## config.mk

```make
export PLATFORM = sky130hd
export DESIGN_NAME = pwm_duty_ramp
export DESIGN_NICKNAME = d
export VERILOG_FILES = /design/src/rtl/pwm_ctrl_pkg.sv /design/src/rtl/in_debounce.sv /design/src/rtl/pwm_duty_ramp.sv
export SDC_FILE = /design/constraint.sdc
export NUM_CORES = 1
export LEC_CHECK = 0
export ABC_AREA = 1
export CAP_MARGIN = 20
export CELL_PAD_IN_SITES_DETAIL_PLACEMENT = 1
export CELL_PAD_IN_SITES_GLOBAL_PLACEMENT = 2
export CORE_MARGIN = 4
export CORE_UTILIZATION = 32
export CTS_CLUSTER_DIAMETER = 60
export CTS_CLUSTER_SIZE = 10
export DETAILED_ROUTE_END_ITERATION = 10
export PLACE_DENSITY = 0.78
export SLEW_MARGIN = 20
export SYNTH_ARGS = -nofsm -noshare
export SYNTH_HDL_FRONTEND = slang
export SYNTH_SLANG_ARGS = --single-unit
export TNS_END_PERCENT = 50
```

## constraint.sdc

```tcl
create_clock -name clk -period 3.12 [get_ports clk]
set_input_delay 0.312 -clock clk [delete_from_list [all_inputs] [get_ports clk]]
set_output_delay 0.312 -clock clk [all_outputs]
set_load 0.01 [all_outputs]
```

## src/rtl/pwm_ctrl_pkg.sv

```systemverilog
// Shared types and constants for the PWM duty-ramp controller.
package pwm_ctrl_pkg;

  localparam int DUTY_W = 8;

  typedef enum logic [1:0] {
    MODE_DIRECT  = 2'b00,
    MODE_RAMP    = 2'b01,
    MODE_BREATHE = 2'b10,
    MODE_HOLD    = 2'b11
  } mode_t;

  typedef enum logic [1:0] {
    ST_IDLE    = 2'b00,
    ST_RAMP    = 2'b01,
    ST_BR_UP   = 2'b10,
    ST_BR_DOWN = 2'b11
  } ramp_state_t;

  // Bit layout matches the raw switch bundle {mode_in, target_in}.
  typedef struct packed {
    mode_t             mode;
    logic [DUTY_W-1:0] target;
  } ctrl_t;

endpackage

```

## src/rtl/in_debounce.sv

```systemverilog
// Two-flop synchroniser plus stability counter; a value is accepted once it
// has been seen unchanged for DEB_CYCLES consecutive cycles.
module in_debounce #(
  parameter int WIDTH      = 10,
  parameter int DEB_CYCLES = 16
) (
  input  logic             clk,
  input  logic             rst_n,
  input  logic             en_i,
  input  logic [WIDTH-1:0] raw_i,
  output logic [WIDTH-1:0] acc_o,
  output logic             acc_pulse_o
);

  localparam int            CW      = $clog2(DEB_CYCLES + 1);
  localparam logic [CW-1:0] CNT_MAX = CW'(DEB_CYCLES);

  logic [WIDTH-1:0] sync1_q, sync2_q;
  logic [WIDTH-1:0] cand_q, cand_d;
  logic [WIDTH-1:0] acc_q, acc_d;
  logic [CW-1:0]    cnt_q, cnt_d;
  logic             pulse_q, pulse_d;

  // Counting never stops; only the hand-over to the accepted register
  // waits for the enable, so a value that settled while disabled is taken
  // on the first enabled cycle.
  always_comb begin
    cand_d  = cand_q;
    cnt_d   = cnt_q;
    acc_d   = acc_q;
    pulse_d = 1'b0;
    if (sync2_q != cand_q) begin
      cand_d = sync2_q;
      cnt_d  = '0;
    end else if (cnt_q != CNT_MAX) begin
      cnt_d = cnt_q + CW'(1);
    end
    if (en_i && (cnt_d == CNT_MAX)) begin
      acc_d   = cand_q;
      pulse_d = (cand_q != acc_q);
    end
  end

  always_ff @(posedge clk or negedge rst_n) begin
    if (!rst_n) begin
      sync1_q <= '0;
      sync2_q <= '0;
      cand_q  <= '0;
      cnt_q   <= '0;
      acc_q   <= '0;
      pulse_q <= 1'b0;
    end else begin
      sync1_q <= raw_i;
      sync2_q <= sync1_q;
      cand_q  <= cand_d;
      cnt_q   <= cnt_d;
      acc_q   <= acc_d;
      pulse_q <= pulse_d;
    end
  end

  assign acc_o       = acc_q;
  assign acc_pulse_o = pulse_q;

endmodule

```

## src/rtl/pwm_duty_ramp.sv

```systemverilog
// Debounced switch front-end that slews an 8-bit PWM duty value:
// direct pass-through, linear ramp, triangle breathe, or hold.
module pwm_duty_ramp
  import pwm_ctrl_pkg::*;
#(
  parameter int DEB_CYCLES = 16,
  parameter int RAMP_DIV   = 1024,
  parameter int STEP       = 1
) (
  input  logic              clk,
  input  logic              rst_n,
  input  logic              ena,
  input  logic [DUTY_W-1:0] target_in,
  input  logic [1:0]        mode_in,
  output logic [DUTY_W-1:0] duty_out,
  output logic              duty_upd,
  output logic              at_target
);

  localparam int              PW      = (RAMP_DIV > 1) ? $clog2(RAMP_DIV) : 1;
  localparam logic [PW-1:0]   PRE_MAX = PW'(RAMP_DIV - 1);
  localparam logic [DUTY_W:0] STEP9   = (DUTY_W + 1)'(STEP);

  logic [$bits(ctrl_t)-1:0] acc_raw;
  ctrl_t                    acc;
  logic                     acc_pulse;

  ramp_state_t       state_q, state_d;
  logic [DUTY_W-1:0] duty_q, duty_d;
  logic              upd_q;
  logic [PW-1:0]     presc_q, presc_d;
  mode_t             mode_prev_q;
  logic              mode_chg;
  logic              tick;

  in_debounce #(
    .WIDTH      ($bits(ctrl_t)),
    .DEB_CYCLES (DEB_CYCLES)
  ) u_in_debounce (
    .clk         (clk),
    .rst_n       (rst_n),
    .en_i        (ena),
    .raw_i       ({mode_in, target_in}),
    .acc_o       (acc_raw),
    .acc_pulse_o (acc_pulse)
  );

  assign acc = ctrl_t'(acc_raw);

  // Step math is carried in DUTY_W+1 bits so neither direction can wrap.
  function automatic logic [DUTY_W-1:0] step_up(input logic [DUTY_W-1:0] d,
                                                input logic [DUTY_W-1:0] lim);
    logic [DUTY_W:0] s;
    s = {1'b0, d} + STEP9;
    return (s > {1'b0, lim}) ? lim : s[DUTY_W-1:0];
  endfunction

  function automatic logic [DUTY_W-1:0] step_down(input logic [DUTY_W-1:0] d,
                                                  input logic [DUTY_W-1:0] lim);
    logic [DUTY_W:0] s;
    s = ({1'b0, d} > STEP9) ? ({1'b0, d} - STEP9) : '0;
    return (s[DUTY_W-1:0] < lim) ? lim : s[DUTY_W-1:0];
  endfunction

  // A mode switch restarts the tick phase so the first step is a full period away.
  assign mode_chg = acc_pulse && (acc.mode != mode_prev_q);
  assign tick     = ena && !mode_chg && (presc_q == PRE_MAX);

  always_comb begin
    if (!ena || mode_chg) begin
      presc_d = '0;
    end else if (presc_q == PRE_MAX) begin
      presc_d = '0;
    end else begin
      presc_d = presc_q + PW'(1);
    end
  end

  always_ff @(posedge clk or negedge rst_n) begin
    if (!rst_n) begin
      state_q <= ST_IDLE;
    end else begin
      state_q <= state_d;
    end
  end

  always_comb begin
    state_d = state_q;
    duty_d  = duty_q;
    if (ena) begin
      case (acc.mode)
        MODE_DIRECT: begin
          duty_d  = acc.target;
          state_d = ST_IDLE;
        end
        MODE_RAMP: begin
          if (tick) begin
            if (duty_q < acc.target) begin
              duty_d = step_up(duty_q, acc.target);
            end else if (duty_q > acc.target) begin
              duty_d = step_down(duty_q, acc.target);
            end
          end
          state_d = (duty_d != acc.target) ? ST_RAMP : ST_IDLE;
        end
        MODE_BREATHE: begin
          if (acc.target == '0) begin
            duty_d  = '0;
            state_d = ST_IDLE;
          end else begin
            case (state_q)
              ST_BR_UP: begin
                if (tick) begin
                  duty_d = step_up(duty_q, acc.target);
                  if (duty_d == acc.target) state_d = ST_BR_DOWN;
                end
              end
              ST_BR_DOWN: begin
                if (tick) begin
                  duty_d = step_down(duty_q, '0);
                  if (duty_d == '0) state_d = ST_BR_UP;
                end
              end
              default: state_d = ST_BR_UP;
            endcase
          end
        end
        default: state_d = ST_IDLE;
      endcase
    end
  end

  always_ff @(posedge clk or negedge rst_n) begin
    if (!rst_n) begin
      duty_q      <= '0;
      upd_q       <= 1'b0;
      presc_q     <= '0;
      mode_prev_q <= MODE_DIRECT;
    end else begin
      duty_q      <= duty_d;
      upd_q       <= (duty_d != duty_q);
      presc_q     <= presc_d;
      mode_prev_q <= acc.mode;
    end
  end

  always_comb begin
    duty_out  = duty_q;
    duty_upd  = upd_q;
    at_target = (duty_q == acc.target);
  end

endmodule

```

Yosys cells after proc, flatten, opt, wreduce, memory -nomap -nowiden

Index checks and enable logic that the tools add are counted.

Register bits: 69
Input bits: 13

Mux-type cells: 28
Reduce and logical (&&, ||, !) cells: 11
$add $sub $neg: 4
Magnitude comparators: 6
Equality and inequality tests: 18

Operators by type and width:

| cell                    | count |
|---|---|
| $mux W8                 | 13 |
| $pmux W8 S3             | 1 |
| $mux W10                | 2 |
| $ne A10 B10 Y1          | 2 |
| $eq A8 B8 Y1            | 2 |
| $logic_not A8 Y1        | 2 |
| $lt A8 B8 Y1            | 2 |
| $ne A4 B4 Y1 const B    | 4 |
| $ne A8 B8 Y1            | 2 |
| $pmux W8 S2             | 1 |
| $add A10 B1 Y10 const B | 1 |
| $eq A10 B10 Y1 const B  | 1 |
| $mux W2                 | 5 |
| $mux W5                 | 2 |
| $add A8 B1 Y9 const B   | 1 |
| $gt A9 B8 Y1            | 1 |
| $gt A8 B1 Y1 const B    | 1 |
| $gt A8 B8 Y1            | 1 |
| $lt A8 B1 Y1 const B    | 1 |
| $pmux W2 S2             | 2 |
| $sub A8 B1 Y8 const B   | 1 |
| $eq A2 B2 Y1 const B    | 3 |
| $add A5 B1 Y5 const B   | 1 |
| $eq A5 B5 Y1 const B    | 1 |
| 9 further kinds         | 14 |

Logic depth before layout (Yosys ltp)

Gate-level depths: netlist of the first run.

Depth in word-level cells: 12
Gate-level depth with buffers: 32
Gate-level depth less buffers: 31

By module

From an unflattened synthesis of the first run, not the netlist that was laid out.

Cells, all modules: 751
Area, all modules: 5217.5 µm²

Modules (own cells, without submodules):

| module        | area each (µm²) | cells each | instances | sequential area each (µm²) |
|---|---|---|---|---|
| pwm_duty_ramp | 3353.2          | 555        | 1         | 575.6 |
| in_debounce   | 1864.3          | 196        | 1         | 1151.1 |

Worst setup path after synthesis of the first run

No wires, ideal clock.

Path kind: register to register
From: register duty_q[0], in the netlist duty_out[0]
To: register state_q[0]
Arrival time: 3.312 ns
Stages on the path, launching flop included: 31
Setup slack: -0.309 ns
Buffers on the path: 2
Cells stage by stage: dfrtp_1 > buf_2 > inv_1 > ha_1 > buf_2 > inv_1 > nand2_1 > nand2_1 > nor2_4 > nor2_1 > nand2_1 > inv_1 > ha_1 > nand2_1 > nor2_1 > a211oi_2 > nand2_4 > nand2_1 > nand3_1 > nand2_1 > nand2_1 > nand2_1 > nand2_1 > nand2_1 > nand2_1 > nor2_1 > nand2_1 > nand2_1 > nand2_1 > nand2_1 > nand2_1

Cells in the longest elaborated chain, start to end: 12

Ends and longest elaborated chain:

| what                                          | line                 | text |
|---|---|---|
| start, declared                               | pwm_duty_ramp.sv:29  | `logic [DUTY_W-1:0] duty_q, duty_d;` |
| start signal, assigned                        | pwm_duty_ramp.sv:140 | `duty_q <= duty_d;` |
| $sub A8 B1 Y8 or $gt A8 B1 Y1 (tied branches) | pwm_duty_ramp.sv:61  | `s = ({1'b0, d} > STEP9) ? ({1'b0, d} - STEP9) : '0;` |
| $mux W8                                       | pwm_duty_ramp.sv:61  |  |
| $lt A8 B8 Y1                                  | pwm_duty_ramp.sv:62  | `return (s[DUTY_W-1:0] < lim) ? lim : s[DUTY_W-1:0];` |
| $mux W8                                       | pwm_duty_ramp.sv:62  |  |
| $mux W8                                       | pwm_duty_ramp.sv:100 | `end else if (duty_q > acc.target) begin` |
| $mux W8                                       | pwm_duty_ramp.sv:98  | `if (duty_q < acc.target) begin` |
| $mux W8                                       | pwm_duty_ramp.sv:97  | `if (tick) begin` |
| $mux W8                                       | pwm_duty_ramp.sv:91  | `case (acc.mode)` |
| $mux W8                                       | pwm_duty_ramp.sv:90  | `if (ena) begin` |
| $ne A8 B8 Y1                                  | pwm_duty_ramp.sv:104 | `state_d = (duty_d != acc.target) ? ST_RAMP : ST_IDLE;` |
| $mux W1                                       | pwm_duty_ramp.sv:104 |  |
| $pmux W2 S2                                   | pwm_duty_ramp.sv:91  |  |
| end signal, assigned                          | pwm_duty_ramp.sv:83  | `state_q <= state_d;` |
| end, declared                                 | pwm_duty_ramp.sv:28  | `ramp_state_t state_q, state_d;` |

Parallel ways exist; a longest one is shown, timed or not. The select of a mux whose other input is x is not followed.
A chain may end at the register's enable or synchronous reset.

Worst setup path in the final report of the first run

From: register duty_q[0], in the netlist duty_out[0]
To: register upd_q, in the netlist duty_upd

Cells in the longest elaborated chain, start to end: 12

Ends and longest elaborated chain:

| what                                          | line                 | text |
|---|---|---|
| $sub A8 B1 Y8 or $gt A8 B1 Y1 (tied branches) | pwm_duty_ramp.sv:61  |  |
| $mux W8                                       | pwm_duty_ramp.sv:61  |  |
| $lt A8 B8 Y1                                  | pwm_duty_ramp.sv:62  |  |
| $mux W8                                       | pwm_duty_ramp.sv:62  |  |
| $mux W8                                       | pwm_duty_ramp.sv:100 |  |
| $mux W8                                       | pwm_duty_ramp.sv:98  |  |
| $mux W8                                       | pwm_duty_ramp.sv:97  |  |
| $mux W8                                       | pwm_duty_ramp.sv:91  |  |
| $mux W8                                       | pwm_duty_ramp.sv:90  |  |
| $pmux W8 S3                                   | pwm_duty_ramp.sv:91  |  |
| $mux W8                                       | pwm_duty_ramp.sv:90  |  |
| $ne A8 B8 Y1 (*)                              | pwm_duty_ramp.sv:141 | `upd_q <= (duty_d != duty_q);` |
| end signal, assigned                          | pwm_duty_ramp.sv:141 |  |
| end, declared                                 | pwm_duty_ramp.sv:30  | `logic upd_q;` |

Mark *: on every way between the ends. The rest lies on a longest branch, timed or not. The select of a mux whose other input is x is not followed.

==> metrics.md, run 1 <==
| Metric | Value |
|---|---|
| CP required | `3360 ps` |
| Std cell rows | `45` |
| DR iter-0 viols | `around 280` |
| Detailed Place HPWL | `14.56 mm` |
| CTS HTree Levels | `3` |
| Die area | `17740 sq um` |
| Drt drc | `0` |
| Post-synth net total | `738` |
| Yosys top cell by area | `dfrtp_1` |
| Vias in the first global route | `5729` |
| Critical path type | `reg -> reg` |
| Final worst-path cycle share | `112.9%` |
| Layout area overhead | `46.26%` |
| Critical R2R Capture | `duty_upd` |
| Core area | `15260 sq um` |
| Hold WC Path Type | `in -> async` |
| Largest net degree at the start of global routing | `70` |
| ANT cells | `0` |
| Ys flop type | `dfrtp_1` |
| Starting Density | `32.87%` |
| Worst endpoint data arrival time | `3760 ps` |
| Worst setup SP type | `register` |
| Failing checks | `setup timing` |
| Routability-driven placement congestion ratio | `0.9397` |
| Chip width | `133.2 um` |
| Inst Count DP | `roughly 1000` |
| Synth cell types | `47` |
| Final Hold Vio Count | `0` |
| First-pass GRT wire length | `31.15 mm` |
| Max-cap viol count | `0` |
| DR pass1 iterations | `5` |
| Number of port buffers | `22` |
| Antenna Nets Post-Route | `0` |
| Detailed Route WL | `roughly 21 mm` |
| Syn Inst Count | `693` |
| Vias per Instance | `roughly 5.2` |
| WHS | `193.2 ps` |
| Via count | `5401` |
| Post-synth EDFFs | `0` |
| Initial antenna violation count | `0` |
| Worst-Skew Late Latency | `between 300 and 400 ps` |
| P_leak | `3.476 nW` |
| Ys Warns | `0` |
| Crit path time final | `3523 ps` |
| Share of cells above drive strength 1 | `34.25%` |
| GRT Residual Overflow | `0` |
| Yosys reg bits | `69` |
| Max_slew headroom | `41.24%` |
| PwrDens | `403.5 nW/um^2` |
| RSZ-0062 raised after global routing | `true` |
| Status | `finished with violations` |
| CTS Sinks | `69` |
| Pwr Total | `slightly below 0.003 W` |
| Placement Setup Slack | `-583.1 ps` |
| Final Max Slew Viols | `0` |
| Fraction of registers with async set/reset | `100.0%` |
| Clock buffer count from CTS | `9` |
| Top-area cell type share of the netlist area | `between 30% and 40%` |
| FF-to-FF setup slack | `-400 ps` |
| Seq/Total Area, Yosys | `about a third` |
| Register-to-Register Path Depth | `27` |
| Endpoints failing setup | `11` |
| Hold-fix buffers at CTS | `0` |
| Worst-path clk slew | `70 ps` |
| Critical Path Fanout Max | `4` |
| DR WL/cell | `19.65 um` |
| TritonCTS clock tree | `built` |
| Worst vdd ir | `between 400 and 500 uV` |
| Fillers | `approximately 1900` |
| Fin cells | `1043` |
| Final net count | `872` |
| Die Y | `133.2 um` |
| Max Buffers Root-to-Sink | `2` |
| Reg2Reg Launch Point | `duty_out[0]` |
| CP Capture Type | `register` |
| Root Driver | `clkbuf_16` |
| Max Clk Rate | `283.9 MHz` |
| Ports | `23` |
| Post-layout worst setup margin | `-402.9 ps` |
| Synth top area cells | `dfrtp_1 34%, nand2_1 14%, ha_1 8.0%` |
| Avg Inst Size Synth | `7.236 sq um` |
| Worst-Margin Slew | `881.5 ps` |
| Cell area after synthesis | `about 5000 sq um` |
| Global-route usage over all layers | `between 20% and 30%` |
| Worst Skew | `11.92 ps` |
-- worst max-delay path by stage --
stage	slack, ps	start	to
2_1_floorplan	-20	duty_out[0]	state_q[0]
3_3_place_gp	-480	duty_out[2]	state_q[0]
3_5_place_dp	-580	duty_out[2]	duty_upd
4_1_cts	-250	duty_out[0]	state_q[0]
5_1_grt	-600	duty_out[0]	state_q[0]
6_report	-400	duty_out[0]	duty_upd
-- flip-flops by register name (all words and copies together) (netlist names) --
signal                     count
presc_q                       10
u_in_debounce.acc_o           10
u_in_debounce.cand_q          10
u_in_debounce.sync1_q         10
u_in_debounce.sync2_q         10
duty_out                       8
u_in_debounce.cnt_q            5
mode_prev_q                    2
state_q                        2
duty_upd                       1
u_in_debounce.acc_pulse_o      1
-- layer usage --
metal | up-vias | wire, um | track usage, % | part of all wire, %
li1 | 2528 | - | - | -
met1 | 2682 | 8768 | 29.61 | 43
met2 | 147 | 10240 | 38.21 | 50
met3 | 44 | 962 | 2.228 | 4.7
met4 | 0 | 531 | 7.600 | 2.6
met5 | - | 0 | 0 | 0
-- area by class of cell --
type                    instances  area (sq um)  share of cell area [%]
flip-flops and latches         69          1733                   23.63
clock inverters                 7         105.1                   1.433
clock buffers                   9         225.2                   3.071
inverters                      81         330.3                   4.504
multi-input cells             513          3366                   45.89
repair buffers                153          1311                   17.88
well taps                     211         264.0                   3.599
-- worst max-delay path, stage by stage (launching register included) --
cell,delay [ps]
dfrtp_2,440
buf_12,130
inv_8,40
nor3_4,220
buf_6,150
xor2_4,190
inv_2,70
ha_4,280
nand2_4,50
nor2_4,120
buf_6,90
nand3b_1,90
nand2_2,140
nand2_4,70
buf_6,140
buf_6,120
nand2_4,70
nand3_4,80
a21oi_4,180
nand2_4,70
nand3_2,90
nand2_1,100
nand3_1,90
o21ai_1,80
inv_1,60
o211ai_1,80
nor2_1,110
nand2_1,50
-- cells by family (layout without fill, tap and decap cells) --
logic type | Yosys count | in the layout | synth area share (%)
muxes | 1 | 1 | 0.2245
xor gates and xnor gates | 24 | 24 | 4.192
AOI/OAI and AO/OA | 96 | 96 | 11.50
buffers and inverters | 111 | 250 | 9.606
DFF | 69 | 69 | 34.43
adders and majority gates | 32 | 32 | 7.984
and+or+nand+nor | 360 | 360 | 32.06
-- cell usage after synthesis, types with 2 or more instances --
cell type  instances
nor2_2             3
a221oi_1           3
clkinv_4           2
xnor2_1            7
nand2_4            2
nor3_2             3
o21a_1             4
a31oi_1            2
nand4_1           14
inv_1             71
inv_2              3
o21ai_0           25
clkinv_2           3
nand2_2            8
buf_2              8
nor4_1             2
o21ai_1            6
buf_6              5
nand2_1          188
o211ai_1           6
clkbuf_1          16
xor2_1            17
nand3_1           65
o2111ai_1          2
clkinv_1           2
o22ai_1            8
a21oi_1           29
a22oi_1            2
nor2_1            57
nor3b_1            5
nand3_2            2
ha_1              32
dfrtp_1           69
o21ai_2            3
nor2_4             2
nor3_1             6
-- timing repair --
| item | CTS | global route |
|---|---|---|
| setup buffers | 15 | 10 |
| hold endpoints to repair | 0 | 0 |
| gates cloned | 1 | 0 |
| pin swaps | 30 | 57 |
| resized for setup | 60 | 84 |
| setup endpoints to repair | 11 | 12 |
-- power breakdown --
part	leakage (nW)	switching, W	internal, W
combinational	2.45	0.000473	0.000378
clock	0.159	0.000437	0.000714
sequential	0.869	0.0000311	0.000926
total	3.48	0.000941	0.00202
-- placed cells by master (no fill, tap or decap), drive strengths merged, types with 2 or more instances in the layout --
cell and count:
bufinv 2, a21oi 29, xnor2 7, clkbuf 9
o2111ai 2, nand3 68, nor4 2, buf 132
clkinv 7, dfrtp 69, nor3 9, inv 78
nand2 198, nor3b 5, a211oi 2, nand4 14
o21a 4, o22ai 8, o211ai 6, o21ai 34
xor2 17, a22oi 2, clkdlybuf4s50 21, a31oi 2
nor2 62, ha 32, a221oi 3
-- stage by stage --
stage | instance area, sq um | TNS (ps) | util (%)
floorplan | 5077 | -22.67 | -
global placement | 6181 | -3524 | 40.51
detailed placement | 6181 | -4567 | 40.51
CTS | 6889 | -1182 | 45.15
global route | 7335 | -4643 | 48.07
finish | 7335 | -2812 | 48.07
No activity file was read; power rests on OpenSTA's default activity.
==> run 2: changes to the inputs <==
Settings changed: CTS_CLUSTER_DIAMETER 60 to 30, HOLD_SLACK_MARGIN set to 0.03.
==> results of run 2 <==
No change in the layout: final DEF, timing and power equal those of run 1.
